==> src/rtl/stepper_move_ctrl.sv <==
// Single-axis stepper move controller: drives a 4-coil phase pattern for a
// commanded number of steps with a linear start ramp and boundary abort.
module stepper_move_ctrl #(
  parameter int STEP_W = 12,
  parameter int DIV_W  = 24
) (
  input  logic              clk,
  input  logic              rst_n,
  input  logic              go,
  input  logic              dir,
  input  logic              half_step,
  input  logic [STEP_W-1:0] steps,
  input  logic [DIV_W-1:0]  period,
  input  logic [DIV_W-1:0]  start_period,
  input  logic [DIV_W-1:0]  ramp_dec,
  input  logic [3:0]        old_phase,
  input  logic              boundary,
  output logic [3:0]        phase,
  output logic              busy,
  output logic              done,
  output logic              aborted,
  output logic [STEP_W-1:0] steps_done
);

  typedef enum logic [1:0] {IDLE, RUN, DONE} state_t;

  state_t            state_q, state_d;
  logic [2:0]        idx_q, idx_d;
  logic              dir_q, dir_d;
  logic              half_q, half_d;
  logic [STEP_W-1:0] steps_q, steps_d;
  logic [STEP_W-1:0] steps_done_q, steps_done_d;
  logic [DIV_W-1:0]  period_eff_q, period_eff_d;
  logic [DIV_W-1:0]  ramp_q, ramp_d;
  logic [DIV_W-1:0]  cur_period_q, cur_period_d;
  logic [DIV_W-1:0]  cnt_q, cnt_d;
  logic              aborted_q, aborted_d;

  logic [DIV_W-1:0]  period_eff_in;
  logic [DIV_W-1:0]  start_eff;
  logic [DIV_W-1:0]  dec_sat;
  logic [DIV_W-1:0]  ramped;
  logic [STEP_W-1:0] steps_done_inc;
  logic              tick;

  function automatic logic [3:0] idx_to_phase(input logic [2:0] i);
    logic [3:0] p;
    case (i)
      3'd0:    p = 4'b1000;
      3'd1:    p = 4'b1100;
      3'd2:    p = 4'b0100;
      3'd3:    p = 4'b0110;
      3'd4:    p = 4'b0010;
      3'd5:    p = 4'b0011;
      3'd6:    p = 4'b0001;
      default: p = 4'b1001;
    endcase
    return p;
  endfunction

  // Unknown coil patterns resume from the two-coil entry 1100.
  function automatic logic [2:0] phase_to_idx(input logic [3:0] p);
    logic [2:0] i;
    case (p)
      4'b1000: i = 3'd0;
      4'b1100: i = 3'd1;
      4'b0100: i = 3'd2;
      4'b0110: i = 3'd3;
      4'b0010: i = 3'd4;
      4'b0011: i = 3'd5;
      4'b0001: i = 3'd6;
      4'b1001: i = 3'd7;
      default: i = 3'd1;
    endcase
    return i;
  endfunction

  // Full-step from an even (single-coil) index moves by one to re-align onto
  // the two-coil entries; the 3-bit index wraps mod 8 naturally.
  function automatic logic [2:0] next_idx(input logic [2:0] i, input logic fwd,
                                          input logic half);
    logic [2:0] delta;
    delta = (half || !i[0]) ? 3'd1 : 3'd2;
    return fwd ? i + delta : i - delta;
  endfunction

  always_comb begin
    period_eff_in  = (period == '0) ? DIV_W'(1) : period;
    start_eff      = (start_period > period_eff_in) ? start_period : period_eff_in;
    dec_sat        = (cur_period_q > ramp_q) ? (cur_period_q - ramp_q) : '0;
    ramped         = (dec_sat > period_eff_q) ? dec_sat : period_eff_q;
    steps_done_inc = steps_done_q + STEP_W'(1);
    tick           = (cnt_q == cur_period_q - DIV_W'(1));
  end

  always_comb begin
    state_d      = state_q;
    idx_d        = idx_q;
    dir_d        = dir_q;
    half_d       = half_q;
    steps_d      = steps_q;
    steps_done_d = steps_done_q;
    period_eff_d = period_eff_q;
    ramp_d       = ramp_q;
    cur_period_d = cur_period_q;
    cnt_d        = cnt_q;
    aborted_d    = aborted_q;

    case (state_q)
      IDLE: begin
        idx_d     = phase_to_idx(old_phase);
        aborted_d = 1'b0;
        if (go) begin
          dir_d        = dir;
          half_d       = half_step;
          steps_d      = steps;
          period_eff_d = period_eff_in;
          ramp_d       = ramp_dec;
          cur_period_d = start_eff;
          steps_done_d = '0;
          cnt_d        = '0;
          if (boundary) begin
            state_d   = DONE;
            aborted_d = 1'b1;
          end else if (steps == '0) begin
            state_d = DONE;
          end else begin
            state_d = RUN;
          end
        end
      end
      RUN: begin
        // Release and boundary both pre-empt a coincident step.
        if (!go) begin
          state_d = IDLE;
        end else if (boundary) begin
          state_d   = DONE;
          aborted_d = 1'b1;
        end else if (tick) begin
          idx_d        = next_idx(idx_q, dir_q, half_q);
          steps_done_d = steps_done_inc;
          cnt_d        = '0;
          cur_period_d = ramped;
          if (steps_done_inc == steps_q) state_d = DONE;
        end else begin
          cnt_d = cnt_q + DIV_W'(1);
        end
      end
      DONE: begin
        if (!go) begin
          state_d   = IDLE;
          aborted_d = 1'b0;
        end
      end
      default: state_d = IDLE;
    endcase
  end

  always_ff @(posedge clk or negedge rst_n) begin
    if (!rst_n) begin
      state_q      <= IDLE;
      idx_q        <= 3'd1;
      dir_q        <= 1'b0;
      half_q       <= 1'b0;
      steps_q      <= '0;
      steps_done_q <= '0;
      period_eff_q <= '0;
      ramp_q       <= '0;
      cur_period_q <= '0;
      cnt_q        <= '0;
      aborted_q    <= 1'b0;
    end else begin
      state_q      <= state_d;
      idx_q        <= idx_d;
      dir_q        <= dir_d;
      half_q       <= half_d;
      steps_q      <= steps_d;
      steps_done_q <= steps_done_d;
      period_eff_q <= period_eff_d;
      ramp_q       <= ramp_d;
      cur_period_q <= cur_period_d;
      cnt_q        <= cnt_d;
      aborted_q    <= aborted_d;
    end
  end

  assign phase      = idx_to_phase(idx_q);
  assign busy       = (state_q == RUN);
  assign done       = (state_q == DONE);
  assign aborted    = aborted_q;
  assign steps_done = steps_done_q;

endmodule

==> config.mk <==
export PLATFORM = sky130hd
export DESIGN_NAME = stepper_move_ctrl
export DESIGN_NICKNAME = d
export VERILOG_FILES = /design/src/rtl/stepper_move_ctrl.sv
export SDC_FILE = /design/constraint.sdc
export NUM_CORES = 1
export LEC_CHECK = 0
export CAP_MARGIN = 20
export CORE_ASPECT_RATIO = 1.25
export CORE_MARGIN = 2
export CORE_UTILIZATION = 40
export CTS_CLUSTER_DIAMETER = 80
export DETAILED_ROUTE_END_ITERATION = 8
export GPL_ROUTABILITY_DRIVEN = 0
export GPL_TIMING_DRIVEN = 0
export SLEW_MARGIN = 20
export SYNTH_ARGS = -nofsm -noshare
export SYNTH_HDL_FRONTEND = slang
export SYNTH_SLANG_ARGS = --single-unit
==> constraint.sdc <==
create_clock -name clk -period 6.2 [get_ports clk]
set_input_delay 1.24 -clock clk [delete_from_list [all_inputs] [get_ports clk]]
set_output_delay 1.24 -clock clk [all_outputs]
set_load 0.1 [all_outputs]
==> flow_metrics.env, run 1 <==
export IMPL_status="finished, final reports clean"
export IMPL_vias_per_cell=5.45
export IMPL_cts_setup_buffers=0
export IMPL_multi_input_area_um2=6260
export IMPL_gr_total_overflow=0
export IMPL_synth_top_family_by_area="simple AND/OR/NAND/NOR gates"
export IMPL_synth_compound_area_share_pct=17.9
export IMPL_holdWs_ps=480
export IMPL_synthXorXnorAreaFrac_pct=7.73
export IMPL_clockBufferDepth=2
export IMPL_final_util_pct=49.6
export IMPL_die_h_um=181
export IMPL_period_minus_slack_ps=5890
export IMPL_tightest_slew_ps=985
export IMPL_start_kind="flip-flop"
export IMPL_wl_mm=28.7
export IMPL_clk_pin_slew_ps=60
export IMPL_hold_start="period_eff_q[6]"
export IMPL_ff2ff_setup_slack_ps=310
export IMPL_async_flop_share_pct=100
export IMPL_wl_met2_mm=13.9
export IMPL_synth_adder_area_share_pct=10.6
export IMPL_cp_startpoint="cur_period_q[15]"
export IMPL_synth_area_top_cells="dfrtp_1, ha_1, mux2_2, o21ai_0, xnor2_1"
export IMPL_peakVddDrop_uv=225
export IMPL_fin_crit_sh_pct=94.9
export IMPL_hold_viol_final=0
export IMPL_ios=113
export IMPL_regArea_um2=3200
export IMPL_wl_per_cell_um=17.6
export IMPL_drc=0
export IMPL_dp_hpwl_mm=22.9
export IMPL_synth_most_common_cell="dfrtp_1"
export IMPL_ys_types=72
export IMPL_die_w_um=145
export IMPL_top_layer_used="met4"
export IMPL_grt_pass1_wl_mm=46.2
export IMPL_r2r_start="cur_period_q[15]"
export IMPL_cap_violations=0
export IMPL_powerDensity_nw_per_um2=551
export IMPL_syn_inst=1154
export IMPL_muxShareOfSynthArea_pct=8.26
export IMPL_hp_class="reg2reg"
export IMPL_diodes=0
export IMPL_worstSetupPathType="reg2reg"
export IMPL_yosysWarnings=0
export IMPL_initialDrtViolationCount=407
export IMPL_worstRegToRegCells=19
export IMPL_relSlewSlack_pct=34.1
export IMPL_wl_met1_mm=13.4
export IMPL_r2r_end="cur_period_q[12]"
export IMPL_cts_resized=2
export IMPL_synth_top_area_cell="dfrtp_1"
export IMPL_fin_ws_ps=314
export IMPL_synth_top_area_share_pct=31.9
export IMPL_placementRows=64
export IMPL_start_util_pct=40.7
export IMPL_grt_setup_unrepaired="no"
export IMPL_synth_top_flop_cell="dfrtp_1"
export IMPL_arrival_ps=6180
export IMPL_p_leak_uw=0.00527
export IMPL_finalSetupTns_ps=0
export IMPL_core_area_um2=24500
export IMPL_nFillCells=2417
export IMPL_cts_root_buf="clkbuf_16"
export IMPL_cts_buffers=17
export IMPL_grt_pass1_vias=8797
export IMPL_ant_nets=0
export IMPL_yosysSeqAreaShare_pct=32.1
export IMPL_syn_to_final_growth_pct=22.0
export IMPL_clock_latency_ps=430
export IMPL_setup_viol=0
export IMPL_clock_fmax_mhz=170
export IMPL_synth_edff_count=0
export IMPL_grt_antenna_before_repair=0
export IMPL_synth_nets=1331
export IMPL_drt_pass1_iterations=5
export IMPL_report_final_slew_viol_count=0
export IMPL_cts_hold_buf=0
export IMPL_drive_gt1_share_pct=9.08
export IMPL_portBuffers=112
export IMPL_avgSynthCellArea_um2=8.64
export IMPL_synth_simple_area_share_pct=18.1
export IMPL_syn_area_um2=9970
export IMPL_grt_max_degree=76
export IMPL_grt_util_all_layers_pct=21.9
export IMPL_ys_ff_latch=128
export IMPL_dp_slack_ps=-360
export IMPL_cts_sinks=128
export IMPL_via_count=8885
export IMPL_synth_top_cells_by_count="dfrtp_1, inv_1, nand2_1, nor2_1, o21ai_0"
export IMPL_power_uw=6700
export IMPL_critPathRequiredTime_ps=6490
export IMPL_worstSetupEndpoint="cur_period_q[12]"
export IMPL_nets=1463
export IMPL_worst_setup_path_end_kind="flip-flop"
export IMPL_skew_ps=13.6
export IMPL_hold_depth=2
export IMPL_cts_tree="done"
export IMPL_wl_met3_um=951
export IMPL_cp_max_fo=10
export IMPL_htree_levels=4
export IMPL_die_area_um2=26200
[final cells by class]
class                           count  area share, %
Multi-Input combinational cell    893           51.5
Clock inverter                     15           1.43
Clock buffer                       17           3.50
Tap cell                          330           3.39
Inverter                           93           2.87
Timing Repair Buffer              113           9.48
Buffer                             40           1.51
Sequential cell                   128           26.3
[worst min-delay path by stage]
stage	slack (ps)	endpoint
floorplan	450	period_eff_q[10]
global placement	460	period_eff_q[14]
detailed placement	470	period_eff_q[19]
CTS	490	period_eff_q[19]
global route	510	period_eff_q[5]
finish	480	period_eff_q[6]
[logic make-up after synthesis]
| kind of cell | after synthesis |
|---|---|
| adders and majority gates | 83 |
| muxes | 75 |
| AOI/OAI and AO/OA | 287 |
| and+or+nand+nor | 360 |
| xor gates and xnor gates | 88 |
| buffers and inverters | 133 |
| DFF | 128 |
[sequential cells by signal (all words and copies together), names as in the netlist]
name,cells
ramp_q,24
steps_done,12
cnt_q,24
aborted,1
state_q,2
dir_q,1
steps_q,12
cur_period_q,24
period_eff_q,24
idx_q,3
half_q,1
[critical path, cell delays in order, from the launching register on]
cell and delay (ps):
dfrtp_1 460, ha_1 310, clkbuf_1 250, nand2_1 190, or3_1 440, or3_1 420, mux2_2 300, o21ai_4 150
clkbuf_2 310, buf_1 390, nor2_1 110, ha_1 330, nand4_1 150, nor4_1 520, o31a_1 300, o31a_1 270
clkbuf_1 370, o21ai_0 130, o22ai_1 210, o21ai_0 120
[layer usage]
layer / vias to the layer above / global-route usage [%]
met4: 0 / 6.04
met1: 4237 / 28.9
met2: 193 / 37.5
met5: - / 0
li1: 4423 / -
met3: 32 / 3.29
[metrics by stage]
step | std cells | area, um2
6_report | 1629 | 12200
5_1_grt | 1629 | 12200
2_1_floorplan | 1154 | 9970
4_1_cts | 1629 | 12100
3_5_place_dp | 1597 | 11500
3_3_place_gp | 1596 | 11500
[placed cells by master (no fill, tap or decap), types with 6 or more instances in the layout]
cell             netlist  routed
mux2_2                58      58
nand3_1               37      37
o21ai_0               86      86
nand2b_1               8       8
o221ai_1               6       6
nor4_1                16      16
a21o_1                14      14
and3_1                13      13
a22o_1                 9       9
dfrtp_1              127     127
inv_1                 92      92
or3_1                  9       9
inv_6                  0       6
xor2_1                41      41
nand4_1               17      17
clkbuf_16              0      17
mux2i_1               17      17
nor3_1                31      31
o21bai_1               8       8
nand2_1               90      90
o31a_1                 8       8
ha_1                  81      81
a21oi_1               67      67
xnor2_1               47      47
o21ai_1                9       8
nor2b_1               10      10
a31oi_1               18      18
o22ai_1                8       8
o211ai_1              13      13
clkbuf_1              29      28
nor2_1                90      90
clkdlybuf4s50_1        0     111
a211oi_1               7       7
[where the power goes]
part           switching [uW]  internal, uW
logic                    2580          1630
clock network             427           605
registers                 314          1140
total                    3320          3370
Note: power is estimated with default switching activity, not from simulation.
==> run 2: changes to the inputs <==
--- a/config.mk
+++ b/config.mk
@@ -8,11 +8,12 @@
 export CAP_MARGIN = 20
 export CORE_ASPECT_RATIO = 1.25
 export CORE_MARGIN = 2
-export CORE_UTILIZATION = 40
+export CORE_UTILIZATION = 55
 export CTS_CLUSTER_DIAMETER = 80
 export DETAILED_ROUTE_END_ITERATION = 8
 export GPL_ROUTABILITY_DRIVEN = 0
 export GPL_TIMING_DRIVEN = 0
+export PLACE_DENSITY = 0.78
 export SLEW_MARGIN = 20
 export SYNTH_ARGS = -nofsm -noshare
 export SYNTH_HDL_FRONTEND = slang
==> constraint.sdc (replaced) <==
create_clock -name clk -period 6.97 [get_ports clk]
set_input_delay 1.394 -clock clk [delete_from_list [all_inputs] [get_ports clk]]
set_output_delay 1.394 -clock clk [all_outputs]
set_load 0.1 [all_outputs]
==> run 2 against run 1 <==
Net effect: total power decreased by 11%; worst hold slack gained 2.5 ps; combinational power decreased by 12%; sequential power fell by 10%; clock power decreased by 9%; core utilization grew 17 points; largest power group unchanged; clock skew shrank 5.4 ps; cell count shrank 6.3%; critical path depth is 1 higher; flip-flop and latch count stayed put; critical path type unchanged; global-route usage up 7.1 points.
==> flow_metrics.env, run 2 (synthesized netlist as in run 1, its figures left out) <==
export IMPL_drt_pass1_iterations=5
export IMPL_die_w_um=124
export IMPL_cp_max_fo=10
export IMPL_peakVddDrop_uv=280
export IMPL_hold_depth=2
export IMPL_fin_crit_sh_pct=94.5
export IMPL_die_h_um=155
export IMPL_skew_ps=8.18
export IMPL_critPathRequiredTime_ps=7280
export IMPL_ios=113
export IMPL_cts_hold_buf=0
export IMPL_portBuffers=112
export IMPL_via_count=9116
export IMPL_syn_to_final_growth_pct=20.6
export IMPL_fin_ws_ps=383
export IMPL_grt_max_degree=67
export IMPL_worst_setup_path_end_kind="flip-flop"
export IMPL_vias_per_cell=5.97
export IMPL_status="finished, final reports clean"
export IMPL_cts_tree="done"
export IMPL_setup_viol=0
export IMPL_cts_root_buf="clkbuf_16"
export IMPL_clockBufferDepth=2
export IMPL_wl_mm=27.1
export IMPL_hp_class="reg2reg"
export IMPL_grt_pass1_vias=9098
export IMPL_drc=0
export IMPL_clk_pin_slew_ps=60
export IMPL_drive_gt1_share_pct=8.85
export IMPL_start_kind="flip-flop"
export IMPL_clock_fmax_mhz=152
export IMPL_p_leak_uw=0.00529
export IMPL_cts_setup_buffers=0
export IMPL_wl_per_cell_um=17.7
export IMPL_grt_setup_unrepaired="no"
export IMPL_relSlewSlack_pct=30.3
export IMPL_initialDrtViolationCount=683
export IMPL_placementRows=55
export IMPL_gr_total_overflow=0
export IMPL_hold_viol_final=0
export IMPL_start_util_pct=55.5
export IMPL_worstSetupPathType="reg2reg"
export IMPL_final_util_pct=67.0
export IMPL_period_minus_slack_ps=6590
export IMPL_cap_violations=0
export IMPL_die_area_um2=19200
export IMPL_report_final_slew_viol_count=0
export IMPL_ant_nets=0
export IMPL_worstRegToRegCells=20
export IMPL_core_area_um2=18000
export IMPL_grt_pass1_wl_mm=45.1
export IMPL_cts_sinks=128
export IMPL_cts_buffers=17
export IMPL_nets=1463
export IMPL_cts_resized=0
export IMPL_dp_slack_ps=544
export IMPL_grt_util_all_layers_pct=29.0
export IMPL_grt_antenna_before_repair=0
export IMPL_arrival_ps=6900
export IMPL_tightest_slew_ps=1040
export IMPL_dp_hpwl_mm=21.3
export IMPL_mostFrequentLayoutCells="dfrtp_1, clkdlybuf4s50_1, inv_1"
export IMPL_diodes=0
export IMPL_final_common_cell="dfrtp_1"
export IMPL_clock_latency_ps=440
export IMPL_powerDensity_nw_per_um2=496
export IMPL_htree_levels=4
run 2: worst paths after layout:
kind | from | end | slack, ps
setup / recovery | cur_period_q[15] | cur_period_q[12] | 380
hold / removal | period_eff_q[12] | period_eff_q[12] | 480
setup reg to reg | cur_period_q[15] | cur_period_q[12] | 380
hold reg to reg | period_eff_q[12] | period_eff_q[12] | 480
max in group asynchronous | rst_n | idx_q[0] | 5350
min in group asynchronous | rst_n | period_eff_q[22] | 880
run 2: area by class of cell:
type | instances | area [um2]
multi-input combinational | 893 | 6230
fill | 1463 | 5930
sequential | 128 | 3200
timing repair buffer | 113 | 1150
clock buffer | 18 | 439
inverter | 93 | 349
tap | 228 | 285
buffer | 40 | 183
clock inverter | 14 | 180
run 2: power breakdown:
part,switching [uW],internal (uW),total [uW]
registers,289,1020,1310
logic,2290,1430,3720
clock network,362,578,940
run 2: metrics by stage:
stage                     instance area [um2]  instances  TNS (ps)  total power [uW]  hold WS (ps)
after floorplan                          9970       1154         0              3970           450
after global placement                  11400       1494    -63770              4840           462
after detailed placement                11400       1495         0              4920           471
after CTS                               12000       1527         0              5900           484
after global routing                    12000       1527         0              6430           502
final                                   12000       1527         0              5960           482
run 2: critical path, stage by stage (launching register included):
cell      delay [ps]
dfrtp_1          480
ha_1             320
clkbuf_1         260
nand2_1          180
or3_1            420
or3_1            400
mux2_2           270
o21ai_1          420
clkbuf_1         450
buf_1            390
nor2_1           120
ha_1             320
a211oi_1         260
o21ai_0          120
o21ai_0          150
a31oi_1          150
o31ai_1          890
clkbuf_1         440
nor3_1           100
o22ai_1          210
o21ai_0          100
run 2: metal layers:
layer  share of wire, %  global-route usage, %  vias to the layer above
li1                   -                      -                     4404
met1                 43                   37.0                     4324
met2                 48                   48.5                      315
met3                5.9                   4.84                       73
met4                4.0                   13.5                        0
met5                  0                      0                        -
==> run 3: changes to the inputs <==
--- a/config.mk
+++ b/config.mk
@@ -11,7 +11,6 @@
 export CORE_UTILIZATION = 55
 export CTS_CLUSTER_DIAMETER = 80
 export DETAILED_ROUTE_END_ITERATION = 8
-export GPL_ROUTABILITY_DRIVEN = 0
 export GPL_TIMING_DRIVEN = 0
 export PLACE_DENSITY = 0.78
 export SLEW_MARGIN = 20
==> run 3 against run 2 <==
Net effect: critical path depth is 2 higher; global-route usage fell by 0.40 points; worst hold slack worse by 4.6 ps; first-iteration DRC count grew 5.3%; non-clock buffer count stayed put; core utilization shrank 0.44 points; total power down 1.4%; design area is 0.66% lower; setup slack better by 300 ps; combinational power barely moved.
==> flow_metrics.env, run 3 (synthesized netlist as in run 1, its figures left out) <==
export IMPL_hp_class="reg2reg"
export IMPL_critPathRequiredTime_ps=7280
export IMPL_ff2ff_setup_slack_ps=680
export IMPL_ant_nets=0
export IMPL_syn_to_final_growth_pct=19.9
export IMPL_period_minus_slack_ps=6290
export IMPL_core_area_um2=18000
export IMPL_p_leak_uw=0.00524
export IMPL_report_final_slew_viol_count=0
export IMPL_ios=113
export IMPL_use_met2_pct=48.1
export IMPL_arrival_ps=6600
export IMPL_mostFrequentLayoutCells="dfrtp_1, clkdlybuf4s50_1, inv_1"
export IMPL_r2r_end="cur_period_q[10]"
export IMPL_gr_usage_met1_pct=37.1
export IMPL_grt_util_all_layers_pct=28.6
export IMPL_worstSetupEndpoint="cur_period_q[10]"
export IMPL_via_count=9139
export IMPL_drive_gt1_share_pct=8.86
export IMPL_start_util_pct=55.5
export IMPL_cts_tree="done"
export IMPL_wl_mm=27.7
export IMPL_grt_antenna_before_repair=0
export IMPL_fin_area_um2=12000
export IMPL_worstSetupPathType="reg2reg"
export IMPL_final_common_cell="dfrtp_1"
export IMPL_top_usage_layer="met2"
export IMPL_die_h_um=155
export IMPL_start_kind="flip-flop"
export IMPL_initialDrtViolationCount=719
export IMPL_drt_pass1_iterations=5
export IMPL_clk_pin_slew_ps=60
export IMPL_cp_startpoint="cur_period_q[0]"
export IMPL_cp_max_fo=10
export IMPL_peakVddDrop_uv=247
export IMPL_wl_per_cell_um=18.1
export IMPL_die_w_um=124
export IMPL_clockBufferDepth=2
export IMPL_cts_root_buf="clkbuf_16"
export IMPL_fin_crit_sh_pct=90.2
export IMPL_grtUsageMet3_pct=3.94
export IMPL_hold_start="period_eff_q[12]"
export IMPL_die_area_um2=19200
export IMPL_grt_max_degree=82
export IMPL_diodes=0
export IMPL_hold_viol_final=0
export IMPL_clock_fmax_mhz=159
export IMPL_relSlewSlack_pct=33.7
export IMPL_portBuffers=112
export IMPL_worstRegToRegCells=22
export IMPL_gr_total_overflow=0
export IMPL_dp_slack_ps=624
export IMPL_worst_setup_path_end_kind="flip-flop"
export IMPL_nets=1463
export IMPL_status="finished, final reports clean"
export IMPL_grt_setup_unrepaired="no"
export IMPL_grt_pass1_vias=8727
export IMPL_clock_latency_ps=440
export IMPL_powerDensity_nw_per_um2=492
export IMPL_fin_ws_ps=681
export IMPL_skew_ps=10.2
export IMPL_r2r_start="cur_period_q[0]"
export IMPL_placementRows=55
export IMPL_htree_levels=4
export IMPL_drc=0
export IMPL_dp_hpwl_mm=21.8
export IMPL_setup_viol=0
export IMPL_final_util_pct=66.5
export IMPL_cap_violations=0
export IMPL_vias_per_cell=5.99
export IMPL_tightest_slew_ps=991
export IMPL_grt_pass1_wl_mm=44.5
export IMPL_gp_congestion=0.953
export IMPL_cts_sinks=128
export IMPL_cts_buffers=17
export IMPL_dpl_cell_area_um2=11400
## run 3: through the flow
| stage | std cells | hold WS, ps | total power [uW] | setup TNS, ps |
|---|---|---|---|---|
| 3_5_place_dp | 1495 | 470 | 4950 | 0 |
| 4_1_cts | 1526 | 484 | 5800 | 0 |
| 5_1_grt | 1526 | 510 | 6320 | 0 |
| 2_1_floorplan | 1154 | 450 | 3970 | 0 |
| 6_report | 1526 | 477 | 5880 | 0 |
| 3_3_place_gp | 1494 | 462 | 4860 | -61780 |
## run 3: how the worst min path moves through the flow
stage / endpoint / slack (ps) / cells after the start
after floorplan: period_eff_q[10] / 450 / 2
after global placement: period_eff_q[19] / 460 / 2
after detailed placement: period_eff_q[1] / 470 / 2
after CTS: period_eff_q[1] / 480 / 2
after global routing: period_eff_q[11] / 510 / 2
final: period_eff_q[12] / 480 / 2
## run 3: critical path, stage by stage (launching register included)
cell,delay [ps]
dfrtp_1,440
inv_1,120
ha_1,180
inv_1,60
fa_1,420
a211o_1,320
a211oi_1,330
o31a_1,190
nand2_1,90
o21ai_1,630
clkbuf_1,430
buf_1,410
nor2_1,150
ha_1,340
a211oi_1,220
o21ai_0,120
o21ai_0,160
a31oi_1,160
o31ai_2,580
clkbuf_1,410
nor3_1,110
o22ai_1,230
o21ai_1,80
## run 3: cell type report
cell class,instances,area (um2)
clock buffer,17,425
sequential,128,3200
fill,1497,6010
buffer,40,183
tap,228,285
multi-input combinational,893,6240
timing repair buffer,113,1150
inverter,93,349
clock inverter,14,110
## run 3: metal layers
metal	wire (um)	share of wire (%)
met1	11800	43
met2	13200	48
met3	1620	5.9
met4	1040	3.8
met5	0	0
## run 3: power by group
part	switching [uW]	internal, uW	total, uW
logic	2310	1430	3740
registers	299	1020	1320
clock network	364	456	820
total	2970	2900	5880
## run 3: what timing repair did
action	4_1_cts	5_1_grt
endpoints found under the setup margin	0	6
hold buffers	0	0
gates resized for setup	0	1
buffers inserted	0	0
